`src/rtl/lap_capture_controller.sv`:
```
// rtl/lap_capture_controller.sv - stopwatch start/stop and lap/reset button controller
// Moore FSM with short/long press discrimination and a frozen lap display register.
module lap_capture_controller #(
   parameter int LONG_PRESS_TICKS = 2000
) (
   input  logic        clk,
   input  logic        reset,
   input  logic        btn_start_stop,
   input  logic        btn_lap_reset,
   input  logic [15:0] time_data,
   output logic        count_en,
   output logic        count_clr,
   output logic [15:0] display_data,
   output logic        lap_active,
   output logic [1:0]  state
);

   localparam int CW = $clog2(LONG_PRESS_TICKS + 1);
   localparam logic [CW-1:0] LONG_C  = CW'(LONG_PRESS_TICKS);
   localparam logic [CW-1:0] LONG_M1 = CW'(LONG_PRESS_TICKS - 1);

   localparam logic [1:0] S_IDLE    = 2'b00;
   localparam logic [1:0] S_RUNNING = 2'b01;
   localparam logic [1:0] S_PAUSED  = 2'b10;
   localparam logic [1:0] S_LAP     = 2'b11;

   logic [1:0]    state_q, state_d;
   logic          ss_prev_q, lr_prev_q;
   logic          armed_q, armed_d;
   logic [CW-1:0] cnt_q, cnt_d;
   logic [15:0]   lap_q, lap_d;
   logic [15:0]   disp_q, disp_d;
   logic          clr_q, clr_d;

   logic ss_rise, lr_rise, lr_fall, counting, long_fire, short_press;

   assign ss_rise     = btn_start_stop & ~ss_prev_q;
   assign lr_rise     = btn_lap_reset & ~lr_prev_q;
   assign lr_fall     = ~btn_lap_reset & lr_prev_q;
   // The press cycle itself counts as the first held tick.
   assign counting    = btn_lap_reset & (armed_q | lr_rise);
   assign long_fire   = counting & (cnt_q == LONG_M1);
   assign short_press = lr_fall & armed_q;

   always_ff @(posedge clk or negedge reset) begin
      if (!reset) begin
         state_q   <= S_IDLE;
         ss_prev_q <= 1'b1;
         lr_prev_q <= 1'b1;
         armed_q   <= 1'b0;
         cnt_q     <= '0;
         lap_q     <= 16'h0000;
         disp_q    <= 16'h0000;
         clr_q     <= 1'b0;
      end else begin
         state_q   <= state_d;
         ss_prev_q <= btn_start_stop;
         lr_prev_q <= btn_lap_reset;
         armed_q   <= armed_d;
         cnt_q     <= cnt_d;
         lap_q     <= lap_d;
         disp_q    <= disp_d;
         clr_q     <= clr_d;
      end
   end

   always_comb begin
      state_d = state_q;
      clr_d   = 1'b0;
      lap_d   = lap_q;
      if (long_fire) begin
         state_d = S_IDLE;
         clr_d   = 1'b1;
      end else if (ss_rise) begin
         case (state_q)
            S_IDLE:    state_d = S_RUNNING;
            S_RUNNING: state_d = S_PAUSED;
            S_PAUSED:  state_d = S_RUNNING;
            default:   state_d = S_PAUSED;
         endcase
      end else if (short_press) begin
         case (state_q)
            S_RUNNING: begin
               state_d = S_LAP;
               lap_d   = time_data;
            end
            S_LAP:     state_d = S_RUNNING;
            S_PAUSED: begin
               state_d = S_IDLE;
               clr_d   = 1'b1;
            end
            default:   clr_d = 1'b1;
         endcase
      end

      armed_d = armed_q;
      if (long_fire || !btn_lap_reset) begin
         armed_d = 1'b0;
      end else if (lr_rise) begin
         armed_d = 1'b1;
      end

      cnt_d = cnt_q;
      if (!btn_lap_reset) begin
         cnt_d = '0;
      end else if (counting && (cnt_q != LONG_C)) begin
         cnt_d = cnt_q + 1'b1;
      end

      disp_d = (state_d == S_LAP) ? lap_d : time_data;
   end

   always_comb begin
      state      = state_q;
      count_en   = (state_q == S_RUNNING) || (state_q == S_LAP);
      lap_active = (state_q == S_LAP);
   end

   assign display_data = disp_q;
   assign count_clr    = clr_q;

endmodule

```
`config.mk`:
```
export PLATFORM = sky130hd
export DESIGN_NAME = lap_capture_controller
export DESIGN_NICKNAME = d
export VERILOG_FILES = /design/src/rtl/lap_capture_controller.sv
export SDC_FILE = /design/constraint.sdc
export NUM_CORES = 1
export LEC_CHECK = 0
export BUFFER_PORTS_ARGS = -buffer_cell sky130_fd_sc_hd__clkbuf_2
export CAP_MARGIN = 30
export CORE_MARGIN = 4
export CORE_UTILIZATION = 45
export CTS_BUF_LIST = sky130_fd_sc_hd__clkbuf_16
export CTS_CLUSTER_DIAMETER = 100
export DETAILED_ROUTE_END_ITERATION = 8
export PLACE_DENSITY = 0.78
export SLEW_MARGIN = 15
export SYNTH_ARGS = -nofsm -noshare
export SYNTH_HDL_FRONTEND = slang
export SYNTH_SLANG_ARGS = --single-unit
```
`constraint.sdc`:
```
create_clock -name clk -period 1.8 [get_ports clk]
set_input_delay 0.27 -clock clk [delete_from_list [all_inputs] [get_ports clk]]
set_output_delay 0.27 -clock clk [all_outputs]
set_load 0.005 [all_outputs]
```
==> key figures, run 1 <==
Critical path
  – Crit path max fanout: 6
  – Crit-path slowest cell: dfstp_2
  – Critical path arrival: 1.87 ns
  – Worst Setup End Kind: flip-flop
  – CP peak stage delay: 0.57 ns
  – Setup crit start kind: flip-flop
  – Buf/Inv on CP: 1
  – Critical path depth in cells: 5
  – CP Class: flip-flop to flip-flop
  – Worst path top cell family by delay: flip-flops
  – CP cell instances: and2b_1, nor2_4, a31oi_4, buf_4, mux2_2
  – FF-to-FF path depth: 5
  – Worst Path Required: 1.97 ns

Min path
  – HP Class: input pin to flip-flop
  – Worst hold stages: 1

Global route
  – Total global routing overflow: 0
  – Largest net degree at the start of global routing: 19
  – Total track usage: 0.140
  – Vias in the first global route: 1421
  – First-pass GRT wire length: 6770 um
  – Initial antenna violation count: 0

Finish
  – Filler instances: 402
  – Final #Nets: 230
  – Layout cell share with drive strength beyond 1: 0.478
  – Final core occ: 0.565
  – Reg area: 0.00123 sq mm
  – Antenna cells: 0
  – Multi-input logic area: 938 sq um
  – Area delta synth->final: 20.6%

Placement
  – Place WS: 0.108 ns
  – IO buf count: 40
  – Final GP Congestion: 0.809
  – Hpwl dp: 2920 um

Die
  – Core area: 0.00479 sq mm
  – Starting Density: 0.468
  – Die Ht: 78.6 um
  – Placement Rows: 25
  – Die footprint: 0.00617 sq mm
  – Die X: 78.6 um
  – IO Count: 41

Power
  – Cell Pwr Density: 1220 mW/mm^2
  – LEAKAGE: 0.00128 uW
  – Sequential power share: 0.469
  – Pint: 2430 uW
  – Logic pwr share: 0.251
  – Net Sw Frac: 0.263
  – VDD IR max: 0.456 mV
  – Power Total: 3300 uW
  – Clk pwr share: 0.280
  – Sw power: 867 uW

Clock tree
  – Htree depth: 2
  – TritonCTS clock tree: yes
  – Max clock buf depth: 2
  – Post-CTS resize count: 0
  – Clock-pin slew on the worst setup and hold paths: 0.07 ns
  – Inserted Clock Buffers: 5
  – Setup Fix Bufs, Post-CTS: 0
  – Cts-stage hold buffer count: 1
  – CTS root buffer: clkbuf_16
  – Clock Latency Late Sink: 0.28 ns
  – # clock sinks: 49

Synthesis
  – Synth top area share: 0.525
  – Mapped Cells: 158
  – Cell taking the most area after synthesis: dfrtp_1
  – Yosys warns: 0
  – Sequential share of the synthesized area: 0.548
  – Mean Syn Cell Area: 14.2 sq um
  – Netlist cell types: 44
  – Synth Cell Area: 0.00224 sq mm
  – Dominant cells by area after synthesis: dfrtp_1, mux2_4, mux2_2
  – Mapped Nets: 180
  – Yosys reg bits: 49

Routing
  – DRC: 0
  – Vias: 1386
  – Post-DRT Antenna Nets: 0
  – Wirelength, routed: 3980 um
  – DR WL/cell: 14.4 um
  – Number of DRC markers in iteration 0: 34
  – Via/cell ratio: 5.02
  – TritonRoute pass-1 iters: 4

STA
  – Final Skew: 0.00176 ns
  – Crit path time final: 1.70 ns
  – Worst hold slack: 0.0877 ns
  – Final Hold Vio Count: 0
  – Unrepaired setup endpoints after global routing: false
  – Period utilisation layout: 0.943
  – Worst slew margin relative to its limit: 0.708
  – Slew Limit Fails: 0
  – Worst Setup Slack, final: 0.103 ns
  – Max frequency: 589 MHz
  – Setup Viol. Count Final: 0
  – Setup TNS: 0 ns
  – Tightest Pin Transition: 0.437 ns

Job
  – # Max-Cap Violations: 0

Outcome
  – Outcome: finished, final reports clean
[state kept, by name, indices dropped and copies added, names as in the netlist]
register,count
display_data,16
cnt_q,11
lap_q,16
count_clr,1
state,2
armed_q,1
lr_prev_q,1
ss_prev_q,1
[power groups by stage]
stage | combinational [uW] | clock, uW | sequential (uW)
after floorplan | 572 | 0 | 1530
after global placement | 810 | 0 | 1540
after detailed placement | 833 | 0 | 1570
after CTS | 844 | 952 | 1550
after global routing | 898 | 1000 | 1580
final | 828 | 924 | 1550
[Yosys cell counts (all sizes together)]
cell type  instances
o41ai              1
mux2              32
buf                3
o31ai              2
clkbuf             3
and2b              2
a21oi              2
dfstp              2
and4bb             1
dfrtp             47
and3               1
o31a               1
nand4              2
nand2b             3
xnor2              3
nand4bb            1
and2               5
nor2               6
nor4               2
o311ai             1
or2b               1
xor2               2
o21a               1
a31oi              1
nand2              7
o21ai              2
nor3               2
o211ai             2
ha                 2
o21bai             1
inv                5
mux2i              2
nand3b             2
nand3              8
[per-layer routing]
| layer | share of wire | global-route usage | routed length [um] |
|---|---|---|---|
| met1 | 0.44 | 0.177 | 1730 |
| met2 | 0.50 | 0.230 | 2000 |
| met3 | 0.046 | 0.0378 | 184 |
| met4 | 0.015 | 0.0524 | 59 |
| met5 | 0 | 0 | 0 |
[final timing paths]
check / from / to / slack [ns]
worst max register to register: lr_prev_q / display_data[1] / 0.10
worst min-delay path: btn_start_stop / ss_prev_q / 0.09
worst min register to register: cnt_q[9] / cnt_q[9] / 0.50
min in group asynchronous: reset / display_data[3] / 0.46
max in group asynchronous: reset / lr_prev_q / 0.70
worst max-delay path: lr_prev_q / display_data[1] / 0.10
[layout make-up]
class	instances	area share
Inverter	5	0.00694
Clock inverter	3	0.00926
Clock buffer	5	0.0463
Multi-Input combinational cell	98	0.347
Tap cell	67	0.0310
Timing Repair Buffer	49	0.105
Sequential cell	49	0.455
[placed cells by master (no fill, tap or decap), types with 2 or more instances in the layout]
master | Yosys | final
and2b_1 | 2 | 2
mux2_4 | 20 | 20
o31ai_1 | 2 | 2
xor2_1 | 2 | 2
nor4_1 | 2 | 2
nor2_2 | 2 | 2
nand2_1 | 7 | 7
mux2_2 | 12 | 12
o211ai_1 | 2 | 2
clkbuf_16 | 0 | 5
a21oi_1 | 2 | 2
nor3_1 | 2 | 2
inv_1 | 5 | 5
clkbuf_2 | 1 | 40
dfrtp_1 | 47 | 47
and2_1 | 5 | 5
buf_4 | 0 | 7
xnor2_1 | 3 | 3
nor2_1 | 3 | 3
nand3_1 | 6 | 6
mux2i_1 | 2 | 2
nand2b_1 | 2 | 2
ha_1 | 2 | 2
o21ai_0 | 2 | 2
dfstp_2 | 2 | 2
[kinds of logic after synthesis]
group / count (synthesis) / synth area share
compound gates: 14 / 0.0503
mux: 34 / 0.203
simple gates: 43 / 0.135
buf+inv: 11 / 0.0329
flops: 49 / 0.548
fa+ha+maj: 2 / 0.0112
xor+xnor: 5 / 0.0195
[metrics by stage]
step,instances,area (sq um)
2_1_floorplan,158,2240
3_3_place_gp,267,2540
3_5_place_dp,267,2540
4_1_cts,276,2700
5_1_grt,276,2700
6_report,276,2700
(Power assumes the default switching activity.)
==> run 2: changes to the inputs <==
SETUP_SLACK_MARGIN = 0.4   (was not set)
clock period = 1.4 ns   (was 1.8 ns; I/O delays follow)
==> run 2 against run 1 <==
Compared with the run above: the run now ends with negative setup slack left; register-to-register slack worse by 0.34 ns; die area stayed put; critical path depth unchanged; core utilization up 13 points; clock power up 27%; critical path type unchanged; largest cell class unchanged; largest power group unchanged.
==> key figures, run 2 (synthesis results as in run 1) <==
STA
  – Final Hold Vio Count: 0 (unchanged)
  – Period utilisation layout: 1.17 (was 0.943)
  – Worst slew margin relative to its limit: 0.644 (was 0.708)
  – Worst Setup Slack, final: -0.239 ns (was 0.103 ns)
  – Max frequency: 610 MHz (was 589 MHz)
  – Final Skew: 0.00342 ns (was 0.00176 ns)
  – Setup Viol. Count Final: 46 (was 0)
  – Unrepaired setup endpoints after global routing: true (was false)
  – Crit path time final: 1.64 ns (was 1.70 ns)
  – Tightest Pin Transition: 0.534 ns (was 0.437 ns)
  – Worst hold slack: 0.0482 ns (was 0.0877 ns)
  – Slew Limit Fails: 0 (unchanged)

Global route
  – Vias in the first global route: 1796 (was 1421)
  – M1 GR Usage: 0.206 (was 0.177)
  – Largest net degree at the start of global routing: 19 (unchanged)
  – Total global routing overflow: 0 (unchanged)
  – GR Util met3: 0.0493 (was 0.0378)
  – GR Util met2: 0.333 (was 0.230)
  – Initial antenna violation count: 0 (unchanged)
  – First-pass GRT wire length: 8590 um (was 6770 um)
  – GR peak layer: met2 (unchanged)
  – Total track usage: 0.182 (was 0.140)

Critical path
  – Crit path max fanout: 3 (was 6)
  – Worst path top cell family by delay: flip-flops (unchanged)
  – R2r startpoint: lr_prev_q (unchanged)
  – Setup crit start kind: flip-flop (unchanged)
  – CP peak stage delay: 0.58 ns (was 0.57 ns)
  – Crit-path slowest cell: dfstp_2 (unchanged)
  – Critical path arrival: 1.81 ns (was 1.87 ns)
  – FF-to-FF path depth: 5 (unchanged)
  – Buf/Inv on CP: 1 (unchanged)
  – Reg-to-reg endpoint: display_data[0] (was display_data[1])
  – Worst Setup SP: lr_prev_q (unchanged)
  – CP cell instances: and2b_2, nor2_4, a31oi_4, buf_4, mux2_2 (was and2b_1, nor2_4, a31oi_4, buf_4, mux2_2)
  – Worst Setup End Kind: flip-flop (unchanged)
  – CP Class: flip-flop to flip-flop (unchanged)
  – Crit path to: display_data[0] (was display_data[1])
  – Worst Path Required: 1.57 ns (was 1.97 ns)
  – Setup slack, reg-to-reg: -0.24 ns (was 0.10 ns)
  – Critical path depth in cells: 5 (unchanged)

Placement
  – Hpwl dp: 3210 um (was 2920 um)
  – Final GP Congestion: 0.774 (was 0.809)
  – IO buf count: 40 (unchanged)
  – Placed insts: 288 (was 267)

Die
  – Placement Rows: 25 (unchanged)
  – Die X: 78.6 um (unchanged)
  – Starting Density: 0.468 (unchanged)
  – Die footprint: 0.00617 sq mm (unchanged)
  – Die Ht: 78.6 um (unchanged)
  – Core area: 0.00479 sq mm (unchanged)
  – IO Count: 41 (unchanged)

Finish
  – Layout cell share with drive strength beyond 1: 0.643 (was 0.478)
  – Commonest non-fill, non-tap cell in the layout: dfrtp_1 (unchanged)
  – Area delta synth->final: 47.6% (was 20.6%)
  – Antenna cells: 0 (unchanged)
  – Filler instances: 332 (was 402)
  – Final #Nets: 270 (was 230)
  – Non-filler cells, final: 316 (was 276)
  – Most frequent cells in the layout: dfrtp_1, clkbuf_2, buf_4 (was dfrtp_1, clkbuf_2, mux2_4)

Outcome
  – Outcome: finished, violations left (was finished, final reports clean)
  – Violated checks: negative setup slack

Job
  – # Max-Cap Violations: 0 (unchanged)

Clock tree
  – # clock sinks: 49 (unchanged)
  – CTS root buffer: clkbuf_16 (unchanged)
  – Clock Latency Late Sink: 0.29 ns (was 0.28 ns)
  – TritonCTS clock tree: yes (unchanged)
  – Inserted Clock Buffers: 5 (unchanged)
  – Max clock buf depth: 2 (unchanged)
  – Htree depth: 2 (unchanged)
  – Clock-pin slew on the worst setup and hold paths: 0.06 ns (was 0.07 ns)

Min path
  – HP Class: input pin to flip-flop (unchanged)

Routing
  – Via/cell ratio: 5.09 (was 5.02)
  – Wirelength, routed: 5440 um (was 3980 um)
  – DR WL/cell: 17.2 um (was 14.4 um)
  – TritonRoute pass-1 iters: 4 (unchanged)
  – Vias: 1608 (was 1386)
  – DRC: 0 (unchanged)
  – Number of DRC markers in iteration 0: 79 (was 34)
  – Post-DRT Antenna Nets: 0 (unchanged)

Power
  – Cell Pwr Density: 1370 mW/mm^2 (was 1220 mW/mm^2)
  – LEAKAGE: 0.00160 uW (was 0.00128 uW)
  – VDD IR max: 0.812 mV (was 0.456 mV)
  – Power Total: 4530 uW (was 3300 uW)
run 2: cell types whose count changed in the layout (fill, tap and decap cells not counted), sizes merged:
| cell | delta |
|---|---|
| clkinvlp | +1 |
| buf | +46 |
| clkbuf | -6 |
| clkinv | -1 |
run 2: worst register-to-register path, cell delays in order, from the launching register on:
cell and delay, ns:
dfstp_2 0.58, and2b_2 0.20, nor2_4 0.06, a31oi_4 0.19
buf_4 0.17, mux2_2 0.33
run 2: per-layer routing:
metal | routed length (um) | vias up
met2 | 3000 | 48
li1 | - | 736
met4 | 49 | 0
met1 | 2190 | 818
met5 | 0 | -
met3 | 207 | 6
run 2: power by group:
part / switching, uW / internal, uW / leakage, uW
Sequential: 223 / 1790 / 0.000612
Combinational: 472 / 874 / 0.000918
Clock: 514 / 655 / 0.0000672
Total: 1210 / 3320 / 0.00160
run 2: cell type report:
| class | instances | area, sq um | area share |
|---|---|---|---|
| sequential | 49 | 1230 | 0.372 |
| multi-input combinational | 98 | 1110 | 0.337 |
| timing repair buffer | 89 | 713 | 0.216 |
| clock buffer | 5 | 125 | 0.0378 |
| tap | 67 | 83.8 | 0.0253 |
| inverter | 5 | 23.8 | 0.00719 |
| clock inverter | 3 | 18.8 | 0.00567 |
run 2: worst min-delay path by stage:
stage | start | to | cells after the start
floorplan | reset | armed_q | 0
global placement | reset | lap_q[4] | 1
detailed placement | reset | lap_q[4] | 1
CTS | btn_start_stop | ss_prev_q | 1
global route | btn_start_stop | ss_prev_q | 1
finish | btn_start_stop | ss_prev_q | 1
run 2: through the flow:
step	instance area, sq um	utilization	worst slack [ns]	setup TNS [ns]
2_1_floorplan	2290	-	-0.230	-3.93
3_3_place_gp	2790	0.583	-0.164	-3.62
3_5_place_dp	2790	0.583	-0.196	-4.48
4_1_cts	3190	0.666	-0.204	-4.73
5_1_grt	3310	0.691	-0.284	-9.45
6_report	3310	0.691	-0.239	-7.29
run 2: timing repair:
item                                   in CTS  in global routing
setup buffers                              13                  5
gates resized for setup                    33                 16
hold buffers                                1                  0
cloned                                      0                  1
setup endpoints to repair                  51                 56
endpoints found under the hold margin      13                  0
pin swaps                                  11                 13
==> run 3: changes to the inputs <==
CTS_BUF_LIST = not set   (was sky130_fd_sc_hd__clkbuf_16)
==> run 3 against run 2 <==
Compared with the run above: the run still ends with negative setup slack left; critical endpoint unchanged; sequential cell count is the same; clock skew grew 0.0082 ns; combinational power is essentially flat; routed wire length decreased by 12%; clock-buffer cell count increased by 1; global-route usage down 2.0 points; clock power fell by 30%; cell count down 1.9%; sequential power barely moved; total power fell by 7.9%; setup slack improved by 0.021 ns.
==> key figures, run 3 (synthesis results as in run 1) <==
Outcome
  – Outcome: finished, violations left (unchanged)
  – Violated checks: negative setup slack (unchanged)

Critical path
  – CP peak stage delay: 0.57 ns (was 0.58 ns)
  – Crit-path slowest cell: dfstp_2 (unchanged)
  – FF-to-FF path depth: 5 (unchanged)
  – Critical path arrival: 1.80 ns (was 1.81 ns)
  – Crit path max fanout: 3 (unchanged)
  – Buf/Inv on CP: 1 (unchanged)
  – Setup slack, reg-to-reg: -0.22 ns (was -0.24 ns)
  – Crit path to: display_data[0] (unchanged)
  – CP Class: flip-flop to flip-flop (unchanged)
  – Worst path top cell family by delay: flip-flops (unchanged)
  – R2r startpoint: lr_prev_q (unchanged)
  – Reg-to-reg endpoint: display_data[0] (unchanged)
  – Worst Setup SP: lr_prev_q (unchanged)
  – Setup crit start kind: flip-flop (unchanged)
  – Worst Setup End Kind: flip-flop (unchanged)
  – Worst Path Required: 1.59 ns (was 1.57 ns)
  – Critical path depth in cells: 5 (unchanged)
  – CP cell instances: and2b_2, nor2_4, a31oi_4, buf_4, mux2_2 (unchanged)

Global route
  – Total track usage: 0.162 (was 0.182)
  – Largest net degree at the start of global routing: 19 (unchanged)
  – First-pass GRT wire length: 7730 um (was 8590 um)
  – Vias in the first global route: 1673 (was 1796)
  – Total global routing overflow: 0 (unchanged)
  – Initial antenna violation count: 0 (unchanged)

Finish
  – Non-filler cells, final: 310 (was 316)
  – Final core occ: 0.664 (was 0.691)
  – Most frequent cells in the layout: dfrtp_1, clkbuf_2, buf_4 (unchanged)
  – Commonest non-fill, non-tap cell in the layout: dfrtp_1 (unchanged)
  – Final #Nets: 264 (was 270)
  – Layout cell share with drive strength beyond 1: 0.630 (was 0.643)
  – Area delta synth->final: 41.8% (was 47.6%)
  – Antenna cells: 0 (unchanged)

Power
  – LEAKAGE: 0.00153 uW (was 0.00160 uW)
  – Cell Pwr Density: 1310 mW/mm^2 (was 1370 mW/mm^2)
  – VDD IR max: 1.05 mV (was 0.812 mV)

Clock tree
  – # clock sinks: 49 (unchanged)
  – CTS root buffer: clkbuf_8 (was clkbuf_16)
  – Max clock buf depth: 2 (unchanged)
  – Htree depth: 2 (unchanged)
  – Inserted Clock Buffers: 5 (unchanged)
  – TritonCTS clock tree: yes (unchanged)
  – Clock Latency Late Sink: 0.31 ns (was 0.29 ns)
  – Clock-pin slew on the worst setup and hold paths: 0.09 ns (was 0.06 ns)

Routing
  – Via/cell ratio: 4.86 (was 5.09)
  – Number of DRC markers in iteration 0: 85 (was 79)
  – DR WL/cell: 15.4 um (was 17.2 um)
  – Post-DRT Antenna Nets: 0 (unchanged)
  – TritonRoute pass-1 iters: 4 (unchanged)
  – DRC: 0 (unchanged)
  – Wirelength, routed: 4790 um (was 5440 um)
  – Vias: 1507 (was 1608)

Die
  – Starting Density: 0.468 (unchanged)
  – Core area: 0.00479 sq mm (unchanged)
  – Placement Rows: 25 (unchanged)
  – IO Count: 41 (unchanged)
  – Die footprint: 0.00617 sq mm (unchanged)
  – Die Ht: 78.6 um (unchanged)
  – Die X: 78.6 um (unchanged)

STA
  – Period utilisation layout: 1.16 (was 1.17)
  – Setup Viol. Count Final: 44 (was 46)
  – Unrepaired setup endpoints after global routing: true (unchanged)
  – Final Hold Vio Count: 0 (unchanged)
  – Max frequency: 618 MHz (was 610 MHz)
  – Worst Setup Slack, final: -0.218 ns (was -0.239 ns)
  – Tightest Pin Transition: 0.521 ns (was 0.534 ns)
  – Worst slew margin relative to its limit: 0.653 (was 0.644)
  – Slew Limit Fails: 0 (unchanged)
  – Crit path time final: 1.62 ns (was 1.64 ns)
  – Final Skew: 0.0117 ns (was 0.00342 ns)

Placement
  – Placed insts: 288 (unchanged)
  – IO buf count: 40 (unchanged)
  – Final GP Congestion: 0.774 (unchanged)
  – Hpwl dp: 3210 um (unchanged)

Job
  – # Max-Cap Violations: 0 (unchanged)

Min path
  – HP Class: input pin to flip-flop (unchanged)
  – Worst hold stages: 1 (unchanged)
-- run 3: cell count changes in the layout (fill, tap and decap cells not counted), moves of 3 or more --
cell / previous run / this run
clkbuf_2: 33 / 26
buf_6: 18 / 15
clkbuf_8: 0 / 5
buf_2: 4 / 11
clkbuf_16: 6 / 1
buf_4: 28 / 25
-- run 3: layer usage --
metal,track usage,part of all wire,up-vias
met5,0,0,-
met2,0.284,0.52,30
met1,0.192,0.43,746
li1,-,-,725
met3,0.0413,0.039,6
met4,0.0524,0.013,0
-- run 3: repair_timing --
action                                 4_1_cts  5_1_grt
pin swaps                                   12       11
gates cloned                                 0        1
setup buffers                                9        3
hold buffers                                 1        0
gates resized for setup                     31       20
setup endpoints to repair                   62       68
endpoints found under the hold margin       13        0
-- run 3: where the power goes --
part | leakage [uW] | internal (uW) | switching [uW] | total (uW)
clock network | 0.0000374 | 352 | 470 | 822
logic | 0.000879 | 884 | 464 | 1350
registers | 0.000612 | 1790 | 214 | 2000
-- run 3: how the worst min path moves through the flow --
| stage | from | endpoint |
|---|---|---|
| 2_1_floorplan | reset | armed_q |
| 3_3_place_gp | reset | lap_q[4] |
| 3_5_place_dp | reset | lap_q[4] |
| 4_1_cts | btn_start_stop | ss_prev_q |
| 5_1_grt | btn_start_stop | ss_prev_q |
| 6_report | btn_start_stop | ss_prev_q |
-- run 3: per-stage QoR --
step                      total power [uW]  setup slack, ns  hold WS [ns]  setup TNS, ns  instance area [sq um]
after detailed placement              3170           -0.196         0.208          -4.48                   2790
after CTS                             4130           -0.209        0.0212          -5.08                   3080
after global routing                  4430           -0.263        0.0134          -8.51                   3180
after global placement                3120           -0.164         0.192          -3.62                   2790
final                                 4170           -0.218        0.0291          -6.48                   3180
after floorplan                       2720           -0.230       -0.0856          -3.93                   2290
-- run 3: final cells by class --
class,count,area [sq um]
clock buffer,6,72.6
clock inverter,2,15.0
fill,333,1610
inverter,5,23.8
multi-input combinational,98,1090
sequential,49,1230
tap,67,83.8
timing repair buffer,83,657
